===== config.mk =====
export PLATFORM = sky130hd
export DESIGN_NAME = feistel_stream_core
export DESIGN_NICKNAME = d
export VERILOG_FILES = /design/src/rtl/feistel_pkg.sv /design/src/rtl/feistel_stream_core_key_sel.sv /design/src/rtl/feistel_stream_core.sv
export SDC_FILE = /design/constraint.sdc
export NUM_CORES = 1
export LEC_CHECK = 0
export CELL_PAD_IN_SITES_DETAIL_PLACEMENT = 1
export CELL_PAD_IN_SITES_GLOBAL_PLACEMENT = 1
export CORE_AREA = 4 4 400 402
export CTS_BUF_LIST = sky130_fd_sc_hd__clkbuf_8
export CTS_CLUSTER_DIAMETER = 120
export CTS_CLUSTER_SIZE = 8
export DETAILED_ROUTE_END_ITERATION = 8
export DIE_AREA = 0 0 404 406
export DONT_BUFFER_PORTS = 1
export GPL_TIMING_DRIVEN = 0
export HOLD_SLACK_MARGIN = 0.02
export PLACE_DENSITY_LB_ADDON = 0.2
export SKIP_LAST_GASP = 1
export SYNTH_ARGS = -nofsm -noshare
export SYNTH_HDL_FRONTEND = slang
export SYNTH_SLANG_ARGS = --single-unit

===== constraint.sdc =====
create_clock -name Clk -period 10.4 [get_ports Clk]
set_input_delay 1.04 -clock Clk [delete_from_list [all_inputs] [get_ports Clk]]
set_output_delay 1.04 -clock Clk [all_outputs]
set_load 0.02 [all_outputs]

===== src/rtl/feistel_pkg.sv =====
// feistel_pkg: shared FSM state type, legal half-widths and round-key index helper
package feistel_pkg;
  typedef enum logic [2:0] {IDLE, ISSUE, WAIT, FINAL, DONE} state_t;
  localparam int HALF_W_32 = 32;
  localparam int HALF_W_64 = 64;
  function automatic int key_idx(input int r, input logic encrypt, input int rounds);
    return encrypt ? r : rounds + 1 - r;
  endfunction
endpackage


===== src/rtl/feistel_stream_core_key_sel.sv =====
// feistel_key_sel: picks round key KR (i_keys, i_r, i_encrypt -> o_kr) and whitening keys (o_wl, o_wr)
module feistel_key_sel
  import feistel_pkg::*;
#(
  parameter int HALF_W = 64,
  parameter int ROUNDS = 8,
  localparam int RW = $clog2(ROUNDS + 1)
) (
  input  logic [(ROUNDS+2)*HALF_W-1:0] i_keys,
  input  logic [RW-1:0]                i_r,
  input  logic                         i_encrypt,
  output logic [HALF_W-1:0]            o_kr,
  output logic [HALF_W-1:0]            o_wl,
  output logic [HALF_W-1:0]            o_wr
);
  always_comb begin
    o_kr = '0;
    for (int i = 0; i < ROUNDS + 2; i++)
      if (key_idx(int'(i_r), i_encrypt, ROUNDS) == i) o_kr = i_keys[i*HALF_W +: HALF_W];
    o_wl = i_encrypt ? i_keys[(ROUNDS+1)*HALF_W +: HALF_W] : i_keys[0 +: HALF_W];
    o_wr = i_encrypt ? i_keys[ROUNDS*HALF_W +: HALF_W] : i_keys[HALF_W +: HALF_W];
  end
endmodule


===== src/rtl/feistel_stream_core.sv =====
// feistel_stream_core: valid/ready Feistel engine; block in/out, F-function req/strobe (X, ffuncEnable, Y, ffuncReady), abort flag
module feistel_stream_core
  import feistel_pkg::*;
#(
  parameter int HALF_W = 64,
  parameter int ROUNDS = 8
) (
  input  logic                         Clk,
  input  logic                         Rst,
  input  logic                         Flush,
  input  logic                         skeyReady,
  input  logic [(ROUNDS+2)*HALF_W-1:0] keys,
  input  logic                         inValid,
  output logic                         inReady,
  input  logic [2*HALF_W-1:0]          inBlock,
  input  logic                         inEncrypt,
  output logic                         outValid,
  input  logic                         outReady,
  output logic [2*HALF_W-1:0]          outBlock,
  output logic [HALF_W-1:0]            X,
  output logic                         ffuncEnable,
  input  logic [HALF_W-1:0]            Y,
  input  logic                         ffuncReady,
  output logic                         abortPulse
);
  localparam int RW = $clog2(ROUNDS + 1);
  if (HALF_W != HALF_W_32 && HALF_W != HALF_W_64) begin : g_bad_half_w
    $error("HALF_W must be 32 or 64");
  end
  state_t r_state;
  logic [HALF_W-1:0] r_lh, r_rh, w_kr, w_wl, w_wr;
  logic [RW-1:0] r_rnd;
  logic r_enc, w_busy, w_abort;
  feistel_key_sel #(.HALF_W(HALF_W), .ROUNDS(ROUNDS)) u_key_sel (
    .i_keys(keys), .i_r(r_rnd), .i_encrypt(r_enc), .o_kr(w_kr), .o_wl(w_wl), .o_wr(w_wr)
  );
  assign inReady  = (r_state == IDLE) && skeyReady;
  assign outValid = r_state == DONE;
  assign w_busy   = r_state == ISSUE || r_state == WAIT || r_state == FINAL;
  assign w_abort  = (w_busy && (Flush || !skeyReady)) || (r_state == DONE && Flush);
  always_ff @(posedge Clk or posedge Rst) begin
    if (Rst) begin
      r_state     <= IDLE;
      r_lh        <= '0;
      r_rh        <= '0;
      r_rnd       <= '0;
      r_enc       <= 1'b0;
      X           <= '0;
      ffuncEnable <= 1'b0;
      outBlock    <= '0;
      abortPulse  <= 1'b0;
    end else begin
      abortPulse <= w_abort;
      if (w_abort) begin
        r_state     <= IDLE;
        ffuncEnable <= 1'b0;
      end else begin
        case (r_state)
          IDLE: if (inValid && inReady) begin
            r_lh    <= inBlock[2*HALF_W-1:HALF_W];
            r_rh    <= inBlock[HALF_W-1:0];
            r_enc   <= inEncrypt;
            r_rnd   <= '0;
            r_state <= ISSUE;
          end
          ISSUE: begin
            X           <= r_lh ^ w_kr;
            ffuncEnable <= 1'b1;
            r_state     <= WAIT;
          end
          WAIT: if (ffuncReady) begin
            r_lh        <= r_rh ^ Y;
            r_rh        <= X;
            r_rnd       <= r_rnd + 1'b1;
            ffuncEnable <= 1'b0;
            r_state     <= (r_rnd == RW'(ROUNDS - 1)) ? FINAL : ISSUE;
          end
          FINAL: begin
            outBlock <= {r_rh ^ w_wl, r_lh ^ w_wr};
            r_state  <= DONE;
          end
          DONE: if (outReady) r_state <= IDLE;
          default: r_state <= IDLE;
        endcase
      end
    end
  end
endmodule


# == Word-level counts from Yosys, hierarchy flattened ==
# Index checks and enable logic that the tools add are counted.
# totals
rom_bits,0
latch_bits,0
regBits,330
wordCells,85
out_inout_bits,196
n_memories,0
ramBits,0
# op_classes
mul,0
n_reduce_logical,19
shift,0
n_lt_le_gt_ge,0
muxes,31
bitwise_logic,5
addsub,2
eq_ne,19
n_div,0
# op_table
operator,count
$mux 64,16
$pmux 64 s2,2
$xor 64x64->64,4
$eq 32x4->1 const B,4
$eq 32x3->1 const B,2
$eq 32x5->1 const B,2
$eq 32x2->1 const B,1
$logic_not 32->1,1
$mux 32,1
$pmux 3 s5,1
$mux 3,4
$mux 4,2
$pmux 4 s2,1
$eq 3x2->1 const B,2
$reduce_and 2->1,3
$reduce_and 3->1,2
$sub 4x4->5 const A,1
$add 4x1->4 const B,1
$eq 4x3->1 const B,1
$logic_and 1x1->1,4
$logic_or 1x1->1,4
$reduce_and 4->1,1
$eq 3x1->1 const B,1
$eq 3x3->1 const B,1
other kinds (13),14

# == Depth between registers and ports, before layout ==
# depth
depth_word,14
mapped_depth,17

# == By module ==
# Synthesis repeated with hierarchy kept, for this count alone.
# unflattened
hier_cells,2740
area_unflattened_um2,23135.9
# by_module_without_submodules
module,instances,seq_area_each_um2,cells_each,area_each_um2
feistel_stream_core,1,8257.9,1633,15204.6
feistel_key_sel,1,0.0,1107,7931.4

# == Worst setup path after synthesis ==
# Ideal clock, no wire load.
# synth_timing
path_kind,register -> register
startpoint,register r_rnd[1]
endpoint,register X[32]
arrival_ns,3.287
setup_slack_ns,6.981
setup_ns,0.132
n_path_buf,5
required_ns,10.268
stages_incl_launch_ff,15
cell_sequence,dfrtp_1 buf_2 inv_1 clkbuf_1 clkbuf_1 ha_1 buf_2 nor4b_1 a211oi_2 nor3_2 buf_2 nor3_1 o32ai_1 xor2_1 o21ai_1
# synth_via
elab_chain_cells,14
word_cells_on_any_way,23
cone_classes,add/sub: 1; eq/ne: 9; mux: 11; bitwise: 1; reduce/logical: 1
# synth_lines
element,line,rtl
from (decl),feistel_stream_core.sv:32,logic [RW-1:0] r_rnd;
from (signal assigned),feistel_stream_core.sv:74,r_rnd <= r_rnd + 1'b1;
$sub 4x4->5,feistel_pkg.sv:7,return encrypt ? r : rounds + 1 - r;
$mux 32 (*),feistel_pkg.sv:7,
$logic_not 32->1,feistel_stream_core_key_sel.sv:19,"if (key_idx(int'(i_r), i_encrypt, ROUNDS) == i) o_kr = i_keys[i*HALF_W +: HALF_W];"
$mux 64 (9 in a row),feistel_stream_core_key_sel.sv:19,
$mux 64 (*),feistel_stream_core_key_sel.sv:19,
$xor 64x64->64 (*),feistel_stream_core.sv:67,X <= r_lh ^ w_kr;
to (signal assigned),feistel_stream_core.sv:67,
to (decl),feistel_stream_core.sv:20,"output logic [HALF_W-1:0] X,"
# Mark *: on every way between the ends. The rest lies on a longest branch, timed or not.
# A chain may end at the register's enable or synchronous reset.

# == Worst setup path after layout ==
# layout_timing
startpoint,register r_rnd[1]
endpoint,register X[35]
# The elaborated chain is that of the path after synthesis.

==> results.toml <==
[outcome]
outcome = "finished with violations"
violations = "capacitance limit, slew limit"

[synth]
synth.top_cell.area_share_pct = 35.76
synth_seq_cells = 330
postSynthAreaPerCell_sq_um = 8.412
ys.warnings.count = 0
synth_most_common_cell = "nand2_1"
synth_area_leaders = "dfrtp_1 36%, o21ai_0 10%, mux2i_1 10%"
synth_top_area_cell = "dfrtp_1"
syn_area_sq_um = 23090
synth_edf_count = 0
yosys-top-cells-count = "574 x nand2_1, 482 x o21ai_0, 330 x dfrtp_1"
synthesis.nets = 3588
ys.flop_type = "dfrtp_1"
syn_inst = 2745
ys_types = 77
async_flop_share_pct = 100.0
ys_seq_area_share_pct = 35.76

[critical_path]
reg2regPathDepth = 14
r2r_slack_ps = 2950
crit_top_cell = "buf_2"
crit_family = "buffers and inverters"
crit_fanout = 10
startpoint_type = "flop"
crit_arrival_ps = 8030
crit_path_end = "X[35]"
crit_cells = 14
crit_type = "flop to flop"
critPathCaptureType = "flop"
reg2reg_from = "r_rnd[1]"
cp_slowest_cell = "nor3_2"
crit_start = "r_rnd[1]"
critPathRequiredTime_ps = 10980
crit_chain = "buf_2, inv_1, clkbuf_1, clkbuf_1, ha_1, buf_2, nor4b_4, nor3_2, nor2_1, buf_2, a211oi_1, a22oi_1, xnor2_1, o21ai_1"
crit_path_max_incr_delay_ps = 1150
r2r_end = "X[35]"
critPathBufInv = 6

[clock_tree]
insertion_delay_ps = 740
cts_buffers = 50
clock-root-buffer = "clkbuf_8"
post_cts_buffers = 0
cts_resized = 0
cts.clk_slew.worst_paths_ps = 80
clockBufferDepth = 3
hold_buffers = 0
numClockSinks = 330
htree_levels = 2
cts_tree = "done"

[timing]
final.setup_skew_ps = 32.69
fin_ws_ps = 2950
period_share_pct = 71.63
rsz0062_at_grt = "no"
drv_slew = 22
final-hold-violation-count = 0
period_minus_slack_ps = 7450
setup_viol = 0
timing.fmax_ghz = 0.1342
slew_headroom_pct = -3.126
tightest_slew_ps = 1547

[cells_and_area]
fin_nets = 3654
area_growth_pct = 16.97
fin_cells = 4944
fin_area_sq_um = 27010
drive_gt1_share_pct = 9.394

[hold_path]
hold_class = "input port to async pin"

[floorplanning]
row_count = 145
start_util_pct = 14.80
dieWidth_microns = 404
core-area_sq_um = 156000
die_area_sq_um = 164000
die_h_microns = 406
ioPinCount = 1036

[route]
wl_per_cell_microns = 51.70
drc_errors = 0
viasPerCell = 5.089
num_vias = 25160
ant_nets = 0
routed_wl_microns = 255600
dr.pass1.iters = 5
drtIter0Drc = 2287

[pwr]
peakVddDrop_v = 0.0002030
powerDensity_nw_per_um2 = 446.1
p_leak_nw = 10.53

[placed_design]
dp.cells = 4816
placed_cell_area_sq_um = 25970
numPortBuffers = 0
pre_cts_ws_ps = 3111
gp_congestion = 0.9112
dpl.hpwl_microns = 203900

[global_route]
grt.overflow.total = 0
grt_max_degree = 98
grt_pass1_vias = 25080
grtUsageTotal_pct = 29.82
grt_pass1_wl_microns = 310500
antenna_found_initial = 106

[run]
maxCapViolCount = 3
power by group:
part	internal (mW)	switching, mW
Combinational	2.03	6.05
Sequential	1.76	1.00
Clock	0.534	0.671
Total	4.32	7.73
cells in the final DEF (no fill, tap or decap), types with 12 or more instances in the layout:
master and count:
a21oi_1 101, a221oi_1 23, a221oi_2 12, a22o_1 12
a22oi_1 80, a31oi_1 17, a32oi_1 16, buf_2 74
clkbuf_1 102, clkbuf_2 31, clkbuf_8 57, dfrtp_1 330
diode_2 65, mux2_2 21, mux2i_1 240, nand2_1 574
nand3_1 19, nor2_1 35, nor3_1 23, o211a_1 17
o211ai_1 27, o21ai_0 482, o21ai_1 44, o221ai_1 24
o22ai_1 24, xnor2_1 89, xor2_1 155
cell families (layout without fill, tap and decap cells):
family,after synthesis,after routing,share of synthesized area (%)
AOI/OAI and AO/OA,954,954,25.70
xor gates and xnor gates,246,246,9.445
adders and majority gates,3,3,0.1626
buffers and inverters,238,314,4.595
DFF,330,330,35.76
muxes,262,262,11.49
other,0,65,0
and+or+nand+nor,712,712,12.84
area by class of cell:
cell class	instances	area (sq um)
Fill cell	18490	129000
Multi-Input combinational cell	2177	13800
Sequential cell	330	8258
Tap cell	2058	2575
Buffer	230	1070
Clock buffer	57	784.5
Timing Repair Buffer	14	240.2
Antenna cell	65	162.7
Clock inverter	5	81.33
Inverter	8	37.54
per-layer routing:
layer	track usage, %	vias to the layer above	wire (microns)
li1	-	10050	-
met1	36.13	13220	102100
met2	49.63	1490	120800
met3	9.729	339	22990
met4	10.19	60	9334
met5	0	-	400
sequential cells by signal, indices dropped and copies added (netlist names):
name / count
r_lh: 64
r_rnd: 4
r_enc: 1
r_rh: 64
ffuncEnable: 1
X: 64
abortPulse: 1
r_state: 3
outBlock: 128
how the worst min path moves through the flow:
stage | end | slack, ps | cells past startpoint
2_1_floorplan | r_lh[28] | 500 | 2
3_3_place_gp | r_rh[62] | 520 | 2
3_5_place_dp | r_lh[13] | 530 | 2
4_1_cts | r_rh[20] | 150 | 1
5_1_grt | r_rh[19] | 200 | 1
6_report | r_rh[19] | 200 | 1
through the flow:
step                      utilization [%]  TNS [ps]  power, mW  hold WS, ps
after floorplan                         -         0      6.124        503.7
after global placement              16.45  -2196030      10.69        522.6
after detailed placement            16.65         0      10.84        533.5
after CTS                           17.20         0      12.09        145.3
after global routing                17.23         0      12.42        198.3
final                               17.31         0      12.05        197.5
No activity file was read; power rests on OpenSTA's default activity.
